==> config.mk <==
export PLATFORM = sky130hd
export DESIGN_NAME = mem_bus_ctrl
export DESIGN_NICKNAME = d
export VERILOG_FILES = /design/src/rtl/mem_bus_ctrl.sv
export SDC_FILE = /design/constraint.sdc
export NUM_CORES = 1
export LEC_CHECK = 0
export ABC_AREA = 0
export CORE_MARGIN = 2
export CORE_UTILIZATION = 61
export CTS_CLUSTER_SIZE = 10
export DETAILED_ROUTE_END_ITERATION = 8
export DONT_BUFFER_PORTS = 1
export PLACE_DENSITY = 0.76
export SLEW_MARGIN = 20
export SYNTH_ARGS = -nofsm -noshare
export SYNTH_HDL_FRONTEND = slang
export SYNTH_SLANG_ARGS = --single-unit
==> constraint.sdc <==
create_clock -name clk -period 2.1 [get_ports clk]
set_input_delay 0.42 -clock clk [delete_from_list [all_inputs] [get_ports clk]]
set_output_delay 0.42 -clock clk [all_outputs]
set_load 0.01 [all_outputs]
==> src/rtl/mem_bus_ctrl.sv <==
// mem_bus_ctrl: single-command req/ack memory bus master.
// Read words are captured and presented to the MBR with a one-cycle load.
module mem_bus_ctrl #(
  parameter int DATA_W  = 10,
  parameter int ADDR_W  = 10,
  parameter int TIMEOUT = 15
) (
  input  logic              clk,
  input  logic              reset,
  input  logic              start,
  input  logic              rw,
  input  logic [ADDR_W-1:0] addr_in,
  input  logic [DATA_W-1:0] wdata_in,
  output logic              busy,
  output logic              done,
  output logic              error,
  output logic              mem_req,
  output logic              mem_we,
  output logic [ADDR_W-1:0] mem_addr,
  output logic [DATA_W-1:0] mem_wdata,
  input  logic [DATA_W-1:0] mem_rdata,
  input  logic              mem_ack,
  output logic [DATA_W-1:0] mbr_data,
  output logic              mbr_load
);

  typedef enum logic [1:0] {
    IDLE = 2'd0,
    REQ  = 2'd1,
    FIN  = 2'd2,
    ERR  = 2'd3
  } state_t;

  localparam logic [7:0] CNT_LAST = 8'(TIMEOUT - 1);

  state_t     state;
  state_t     state_nxt;
  logic [7:0] cnt;
  logic       take;
  logic       hit;
  logic       last;

  assign take = (state == IDLE) && start;
  assign hit  = (state == REQ) && mem_ack;
  assign last = (cnt == CNT_LAST);

  always_ff @(posedge clk or negedge reset) begin
    if (!reset) begin
      state <= IDLE;
    end else begin
      state <= state_nxt;
    end
  end

  // Ack beats timeout when both land on the same edge.
  always_comb begin
    state_nxt = state;
    unique case (state)
      IDLE: begin
        if (start) begin
          state_nxt = REQ;
        end
      end
      REQ: begin
        if (mem_ack) begin
          state_nxt = FIN;
        end else if (last) begin
          state_nxt = ERR;
        end
      end
      FIN: state_nxt = IDLE;
      ERR: state_nxt = IDLE;
      default: state_nxt = IDLE;
    endcase
  end

  always_ff @(posedge clk or negedge reset) begin
    if (!reset) begin
      mem_addr  <= '0;
      mem_wdata <= '0;
      mem_we    <= 1'b0;
      cnt       <= 8'd0;
    end else if (take) begin
      mem_addr  <= addr_in;
      mem_wdata <= wdata_in;
      mem_we    <= rw;
      cnt       <= 8'd0;
    end else if (state == REQ && !mem_ack && !last) begin
      cnt <= cnt + 8'd1;
    end
  end

  always_ff @(posedge clk or negedge reset) begin
    if (!reset) begin
      mbr_data <= '0;
    end else if (hit && !mem_we) begin
      mbr_data <= mem_rdata;
    end
  end

  assign busy     = (state != IDLE);
  assign mem_req  = (state == REQ);
  assign done     = (state == FIN);
  assign error    = (state == ERR);
  assign mbr_load = (state == FIN) && !mem_we;

endmodule

======== Word-level counts from Yosys, hierarchy flattened ========
Cells that the tools add are included.
storage, ports and cells
  register bits ........................... 41
  output and inout bits ................... 36
  ROM bits ................................ 0
  bits in latches ......................... 0
  memories kept ........................... 0
  memory bits (writable) .................. 0
operators by class
  reduce and logical (&&, ||, !) cells .... 14
  multiplexer cells ....................... 6
  order comparisons ....................... 0
  $add $sub $neg .......................... 1
  divide/modulo/power cells ............... 0
  bitwise operators ....................... 0
  $mul .................................... 0
  equal/unequal tests ..................... 6
  shift-type cells ........................ 0
operators with widths
  operator                                               number
  2-to-1 mux 8 bit                                       2
  adder 8 x 1 -> 8 bit, second input constant            1
  equality test 8 x 4 -> 1 bit, second input constant    1
  logical AND 1 bit                                      6
  2-to-1 mux 2 bit                                       3
  one-hot mux 2 bit (3 select lines)                     1
  equality test 2 bit, second input constant             2
  nonzero test 2 bit                                     2
  zero test 1 bit                                        3
  inequality test 3 x 1 -> 1 bit, second input constant  1
  equality test 2 x 1 -> 1 bit, second input constant    1
  zero test 2 bit                                        1
  inequality test 2 bit, second input constant           1
  AND reduction 2 bit                                    1
  OR reduction 2 bit                                     1

======== Depth between registers and ports, before layout ========
Gate-level depths: netlist of the first run.
  word-level depth ........................ 5
  depth in mapped cells ................... 5

======== Least setup slack after synthesis of the first run ========
OpenSTA, ideal clock, no wires.
  path type ............................... register to register
  from .................................... reg cnt[0]
  to ...................................... reg cnt[0]
  path buffers ............................ 0
  cell stages (with the launch flop) ...... 6
  period minus slack after synthesis ...... 1481 ps
  arrival time ............................ 1402 ps
  required time ........................... 2021 ps
  slack ................................... 619 ps
  cells stage by stage .................... dfrtp_1 inv_1 ha_1 or3b_1 o21ai_1 mux2i_1
between the ends
  word-level cells in the longest chain between the ends .. 4
  elaborated cells between the ends (all ways) .. 7
ends and longest elaborated chain
  item                                                          line  source
  start: declaration                                            38    logic [7:0] cnt;
  start signal: assignment                                      89    cnt <= cnt + 8'd1;
  branches (longest 4 deep; another with adder 8 x 1 -> 8 bit)  --
Several ways; the timed one is not identified. The select of a mux whose other input is x is not followed.
A chain may end at the register's enable or synchronous reset.

======== Worst setup path in the final report of the first run ========
  from .................................... reg state[1]
  to ...................................... out mbr_load
between the ends
  word-level cells in the longest chain between the ends .. 2
ends and longest elaborated chain
  item                      line  source
  start: declaration        36    state_t state;
  start signal: assignment  51    state <= state_nxt;
  equality test 2 bit       --
  named net done            15    output logic done,
  logical AND 1 bit         105   assign mbr_load = (state == FIN) && !mem_we;
  end: declaration          24    output logic mbr_load
The timed path passes the listed nets, and every way through them passes these cells.

==> parameters.txt, run 1 <==
Parameter                              Value

Final layout
  Multi-input combinational cell area ... 743 um2
  Final net count ... 166
  Share of post-route cells with drive strength above 1 ... 26.2%
  Area growth from synthesis to layout ... 5.90%
  Final antenna diode count ... 0
  Filler Cells Inserted ... 205
  Non-filler instance count after layout ... 161
  Storage cell area ... 1030 um2

Hold path
  Classification of the worst-slack hold path ... in2reg
  Startpoint of the lowest-slack hold path ... mem_ack
  Sink of the worst hold path ... state[0]
  Worst hold path depth ... 1

STA
  RSZ-0062 raised after global routing ... no
  Transition time at the pin with the least slew margin ... 0.321 ns
  Final cycle utilization of the critical path ... 86.6%
  Slew headroom ... 78.5%
  Final Hold Violating Endpoints ... 0
  Count of pins over their slew limit ... 0
  Maximum operating frequency ... 0.550 GHz
  Finish-stage setup viols ... 0
  Final critical delay including setup and external delays ... 1.82 ns
  Fin Setup TNS ... 0 ns
  Setup Skew ... 0.00592 ns

Worst setup path
  Kind of end point of the critical path ... primary output
  Worst R2R End ... cnt[0]
  Kind of launch point of the worst setup path ... flip-flop
  Peak fanout along the critical path ... 7
  Worst reg-to-reg setup slack ... 0.46 ns
  Worst r2r path cells ... 5
  Setup Crit Path Kind ... reg2out
  Data required, critical path ... 1.68 ns
  Data arrival time of the worst path ... 1.40 ns
  Worst r2r src ... cnt[0]

Power
  LEAKAGE ... 0.974 nW
  Total design power ... 2.59 mW
  Worst ir drop on vdd ... 0.000798 V
  Power per Cell Area ... 1330 nW/um2

Floorplanning
  Number of rows in the core area ... 19
  Die outline area ... 3480 um2
  Die extent in x ... 59.0 um
  # IOs ... 71
  Area of the placeable core ... 2810 um2
  Initial standard-cell utilization of the core ... 65.7%
  Die H ... 59.0 um

Place
  HPWL after detailed placement ... 2220 um
  Global placer's final weighted congestion ... 0.737
  Placed cells ... 151
  Number of buffers added on ports ... 0

Outcome
  Violated checks ... design-rule violations
  Run status ... complete, but fails checks

Logic synthesis
  Leading area contributor after synthesis ... sky130_fd_sc_hd__dfrtp_1
  Number of storage elements in the synthesis netlist ... 41
  Gate count of the mapped netlist ... 122
  Syn_nets ... 159
  Synthesis warning total ... 0
  Synthesized area per cell ... 15.1 um2
  Count of distinct cell types in the synthesized netlist ... 27
  Main area contributors after synthesis ... sky130_fd_sc_hd__dfrtp_1, sky130_fd_sc_hd__mux2_4, sky130_fd_sc_hd__mux2_1
  Post-synth design cell area ... 1840 um2
  Post-synth top area share ... 55.6%
  Fraction of the yosys area taken by sequential cells ... 55.6%

Route
  First-pass iteration count of the detailed router ... 6
  DRT iter0 DRCs ... 26
  Final WL ... 3050 um
  Wire per inst ... 19.0 um
  Number of routed nets with antenna violations ... 0
  Detail-routed via count per cell ... 6.27
  Number of vias after detailed routing ... 1009
  Remaining design rule violation count ... 7

CTS
  CTS tree ... yes
  Clock latency on the worst-skew pair ... 0.35 ns
  CTS Buf Count ... 5
  # H-tree levels ... 2
  Clk sinks ... 41
  Clock transition at the registers of the reported paths ... 0.11 ns
  Maximum count of clock buffers along a single path ... 2
  Cell chosen for the clock root ... sky130_fd_sc_hd__clkbuf_4

Global route
  Antenna violations before repair ... 0
  Maximum number of pins on one net before global-route repair ... 42
  Total congestion overflow ... 0
  Total routing resource utilization after global routing ... 19.0%
  Via count of the first global-routing pass ... 1108
  Wire length of the first global-routing pass ... 4920 um

Job
  Maxcap violations ... 0
-- state kept, by name (all words and copies together) (netlist names) --
| register | cells |
|---|---|
| mbr_data | 10 |
| mem_addr | 10 |
| state | 2 |
| cnt | 8 |
| mem_wdata | 10 |
| mem_we | 1 |
-- per-layer routing --
| metal | GRT usage [%] | share of wire (%) |
|---|---|---|
| met1 | 21.8 | 39 |
| met2 | 32.4 | 49 |
| met3 | 7.21 | 11 |
| met4 | 6.82 | 1.3 |
| met5 | 0 | 0 |
-- cell usage in the layout, fill, tap and decap left out, drive strengths merged, types with 2 or more instances in the layout --
| cell | netlist | final |
|---|---|---|
| nand2b | 2 | 2 |
| clkbuf | 0 | 7 |
| dfrtp | 41 | 41 |
| ha | 2 | 2 |
| nor2b | 2 | 2 |
| and3 | 2 | 2 |
| or3b | 2 | 2 |
| inv | 2 | 2 |
| buf | 5 | 4 |
| o21ai | 2 | 2 |
| nor3b | 2 | 2 |
| nand3 | 2 | 2 |
| mux2i | 8 | 8 |
| nand2 | 8 | 8 |
| mux2 | 31 | 31 |
| o211ai | 3 | 3 |
-- kinds of logic after synthesis --
group / Yosys count / share of synthesized area, %
and+or+nand+nor: 27 / 9.23
muxes: 39 / 27.5
DFF: 41 / 55.6
adders and majority gates: 2 / 1.36
buffers and inverters: 7 / 4.07
AOI/OAI and AO/OA: 6 / 2.17
-- synth_stat cells --
cell	count
sky130_fd_sc_hd__o21ai_1	2
sky130_fd_sc_hd__buf_2	1
sky130_fd_sc_hd__mux2_1	10
sky130_fd_sc_hd__nor3b_2	1
sky130_fd_sc_hd__nor3b_1	1
sky130_fd_sc_hd__ha_1	2
sky130_fd_sc_hd__nand4_1	1
sky130_fd_sc_hd__nand3_1	2
sky130_fd_sc_hd__or2_1	1
sky130_fd_sc_hd__buf_6	2
sky130_fd_sc_hd__and3_1	2
sky130_fd_sc_hd__nand2b_1	2
sky130_fd_sc_hd__nor2b_1	2
sky130_fd_sc_hd__and4bb_2	1
sky130_fd_sc_hd__nand2_1	8
sky130_fd_sc_hd__or3b_1	2
sky130_fd_sc_hd__buf_12	2
sky130_fd_sc_hd__and4_1	1
sky130_fd_sc_hd__nand4bb_1	1
sky130_fd_sc_hd__o21a_1	1
sky130_fd_sc_hd__dfrtp_1	41
sky130_fd_sc_hd__inv_1	2
sky130_fd_sc_hd__and2_1	1
sky130_fd_sc_hd__mux2_4	21
sky130_fd_sc_hd__mux2i_1	8
sky130_fd_sc_hd__o211ai_1	3
sky130_fd_sc_hd__nor2_1	1
-- critical path, stage by stage, from the launching register on --
cell and delay (ns):
sky130_fd_sc_hd__dfrtp_1 0.45, sky130_fd_sc_hd__nor2b_1 0.31, sky130_fd_sc_hd__nor2b_1 0.29
-- area by class of cell --
| class | count | area share, % |
|---|---|---|
| sequential | 41 | 52.5 |
| clock buffer | 7 | 2.82 |
| clock inverter | 1 | 1.54 |
| multi-input combinational | 74 | 38.1 |
| timing repair buffer | 5 | 2.69 |
| tap | 31 | 1.99 |
| inverter | 2 | 0.384 |
-- where the power goes --
group,total [mW],internal [mW],switching [mW]
clock,0.521,0.284,0.236
sequential,1.46,1.09,0.368
combinational,0.609,0.384,0.225
total,2.59,1.76,0.829
-- through the flow --
stage                     util (%)  hold WS [ns]  setup WS [ns]  area, um2
final                         69.6         0.150          0.281       1950
after global routing          69.6         0.142          0.181       1950
after CTS                     69.6         0.136          0.260       1950
after detailed placement      65.5         0.125          0.479       1840
after global placement        65.5         0.125          0.570       1840
after floorplan                  -         0.124          0.619       1840
-- what timing repair did --
action,CTS,global route
hold endpoints to repair,41,0
setup buffers,0,0
setup endpoints to repair,0,0
hold buffers,2,0
resized for setup,0,0
-- worst max path at each step --
| stage | cells after the start | from | slack [ns] | to |
|---|---|---|---|---|
| 2_1_floorplan | 5 | cnt[0] | 0.62 | cnt[0] |
| 3_3_place_gp | 5 | cnt[0] | 0.57 | cnt[0] |
| 6_report | 2 | state[1] | 0.28 | mbr_load |
| 4_1_cts | 2 | state[1] | 0.26 | mbr_load |
| 5_1_grt | 2 | state[1] | 0.18 | mbr_load |
| 3_5_place_dp | 5 | cnt[0] | 0.48 | cnt[0] |
Note: power is estimated with default switching activity, not from simulation.
==> run 2, diff against run 1 <==
--- a/config.mk
+++ b/config.mk
@@ -6,7 +6,7 @@
 export NUM_CORES = 1
 export LEC_CHECK = 0
 export ABC_AREA = 0
-export CORE_MARGIN = 2
+export CORE_MARGIN = 8
 export CORE_UTILIZATION = 61
 export CTS_CLUSTER_SIZE = 10
 export DETAILED_ROUTE_END_ITERATION = 8
==> parameters.txt, run 2 (synthesis results as in run 1) <==
Parameter                              Value

STA
  Finish-stage setup viols ... 0 (unchanged)
  Setup Skew ... 0.0132 ns (+0.00724 ns)
  RSZ-0062 raised after global routing ... no
  Slew headroom ... 78.0% (-0.45 points)
  Final critical delay including setup and external delays ... 1.84 ns (+0.0257 ns)
  Final cycle utilization of the critical path ... 87.9% (+1.2 points)
  Maximum operating frequency ... 0.542 GHz (-1.4%)
  Count of pins over their slew limit ... 0 (unchanged)
  Fin Setup TNS ... 0 ns (unchanged)
  Final Hold Violating Endpoints ... 0 (unchanged)
  Transition time at the pin with the least slew margin ... 0.328 ns (+0.00671 ns)

CTS
  Cell chosen for the clock root ... sky130_fd_sc_hd__clkbuf_4
  CTS Buf Count ... 5 (unchanged)
  Quantity of hold-fixing buffers added after cts ... 2 (unchanged)
  Number of buffers inserted by post-CTS setup repair ... 0 (unchanged)
  # H-tree levels ... 2 (unchanged)
  Clock transition at the registers of the reported paths ... 0.11 ns (about the same)
  Maximum count of clock buffers along a single path ... 2 (unchanged)
  Resized cells post-CTS ... 0 (unchanged)
  CTS tree ... yes
  Clock latency on the worst-skew pair ... 0.36 ns (about the same)
  Clk sinks ... 41 (unchanged)

Final layout
  Final antenna diode count ... 0 (unchanged)
  Final net count ... 166 (unchanged)
  Final core area utilization ... 66.8% (-2.8 points)
  Area growth from synthesis to layout ... 6.99%
  Share of post-route cells with drive strength above 1 ... 26.9% (+0.77 points)
  Most common library cell in the layout ignoring fill and taps ... sky130_fd_sc_hd__dfrtp_1
  Most frequent cells in the layout ... sky130_fd_sc_hd__dfrtp_1, sky130_fd_sc_hd__mux2_4, sky130_fd_sc_hd__mux2_1
  Largest registers ranked by flip-flop count ... mbr_data: 10 flops, mem_addr: 10 flops, mem_wdata: 10 flops

Route
  Uppermost layer routed ... met4
  Met3 Routed Length ... 354 um (+8.9%)
  Detail-routed via count per cell ... 6.13 (-2.1%)
  Met2 WL post-DR ... 1770 um (+18%)
  Met1 Wirelength ... 1500 um (+26%)
  Wire per inst ... 22.6 um (+19%)
  Final WL ... 3690 um (+21%)
  Number of routed nets with antenna violations ... 0 (unchanged)
  First-pass iteration count of the detailed router ... 4 (-2)
  DRT iter0 DRCs ... 57 (+120%)
  Number of vias after detailed routing ... 1000 (-0.89%)
  Remaining design rule violation count ... 0 (-7)

Worst setup path
  Kind of end point of the critical path ... primary output
  CP most frequent cell ... sky130_fd_sc_hd__nor2b_1
  CP delay by family, top ... simple AND/OR/NAND/NOR gates
  Slowest cell delay on critical path ... 0.46 ns (about the same)
  Worst reg-to-reg setup slack ... 0.43 ns (-0.03 ns)
  Data required, critical path ... 1.68 ns (about the same)
  Data arrival time of the worst path ... 1.42 ns (+0.02 ns)
  Total buffers and inverters traversed by the critical path ... 0 (unchanged)
  Peak fanout along the critical path ... 7 (unchanged)
  Series of cell instances along the critical path ... nor2b_1, nor2b_1
  Kind of launch point of the worst setup path ... flip-flop
  Library cell contributing the largest single delay on the critical path ... sky130_fd_sc_hd__dfrtp_1
  Setup Crit Path Kind ... reg2out

Floorplanning
  Number of rows in the core area ... 20 (+1)
  Die outline area ... 5040 um2 (+45%)
  # IOs ... 71 (unchanged)
  Area of the placeable core ... 2950 um2 (+5.3%)
  Die extent in x ... 71.0 um (+20%)
  Initial standard-cell utilization of the core ... 62.5% (-3.3 points)
  Die H ... 71.0 um (+20%)

Outcome
  Run status ... finished clean

Global route
  Maximum number of pins on one net before global-route repair ... 42 (unchanged)
  Total congestion overflow ... 0 (unchanged)
  Via count of the first global-routing pass ... 1076 (-2.9%)
  Antenna violations before repair ... 0 (unchanged)
  Wire length of the first global-routing pass ... 5660 um (+15%)
  Total routing resource utilization after global routing ... 14.5% (-4.5 points)

Power
  Power per Cell Area ... 1380 nW/um2 (+4.0%)
  LEAKAGE ... 0.984 nW (+0.99%)
  Worst ir drop on vdd ... 0.000771 V (-3.4%)

Hold path
  Classification of the worst-slack hold path ... in2reg

Place
  Global placer's final weighted congestion ... 0.771 (+4.7%)
  Number of buffers added on ports ... 0 (unchanged)
  HPWL after detailed placement ... 2700 um (+22%)

Job
  Maxcap violations ... 0 (unchanged)
[run 2: per-stage QoR]
step	cell area (um2)	worst slack (ns)	total power, mW	std cells	hold slack, ns
3_5_place_dp	1840	0.438	2.11	153	0.126
5_1_grt	1970	0.166	2.86	163	0.130
4_1_cts	1970	0.256	2.75	163	0.137
3_3_place_gp	1840	0.572	2.05	153	0.125
6_report	1970	0.255	2.72	163	0.143
2_1_floorplan	1840	0.619	1.97	122	0.124
[run 2: area by class of cell]
type / count / area, um2
Clock buffer: 5 / 37.5
Multi-Input combinational cell: 74 / 743
Clock inverter: 3 / 65.1
Timing Repair Buffer: 5 / 52.6
Tap cell: 33 / 41.3
Fill cell: 219 / 980
Inverter: 2 / 7.51
Sequential cell: 41 / 1030
[run 2: final timing paths]
check	startpoint	end	cells after the start
worst min-delay path	mem_ack	state[0]	1
min in group asynchronous	reset	mem_addr[0]	2
worst max-delay path	state[1]	mbr_load	2
max in group asynchronous	reset	mem_wdata[0]	2
worst max register to register	cnt[0]	cnt[1]	5
worst min register to register	cnt[5]	cnt[5]	1
[run 2: where the power goes]
part           internal (mW)  switching, mW  leakage, nW  total [mW]
clock network          0.368          0.256       0.0552       0.624
logic                  0.384          0.232        0.430       0.616
registers               1.09          0.388        0.499        1.48
[run 2: layer usage]
layer,vias up,global-route usage [%]
li1,442,-
met1,502,16.7
met2,48,22.8
met3,8,6.21
met4,0,6.93
met5,-,0
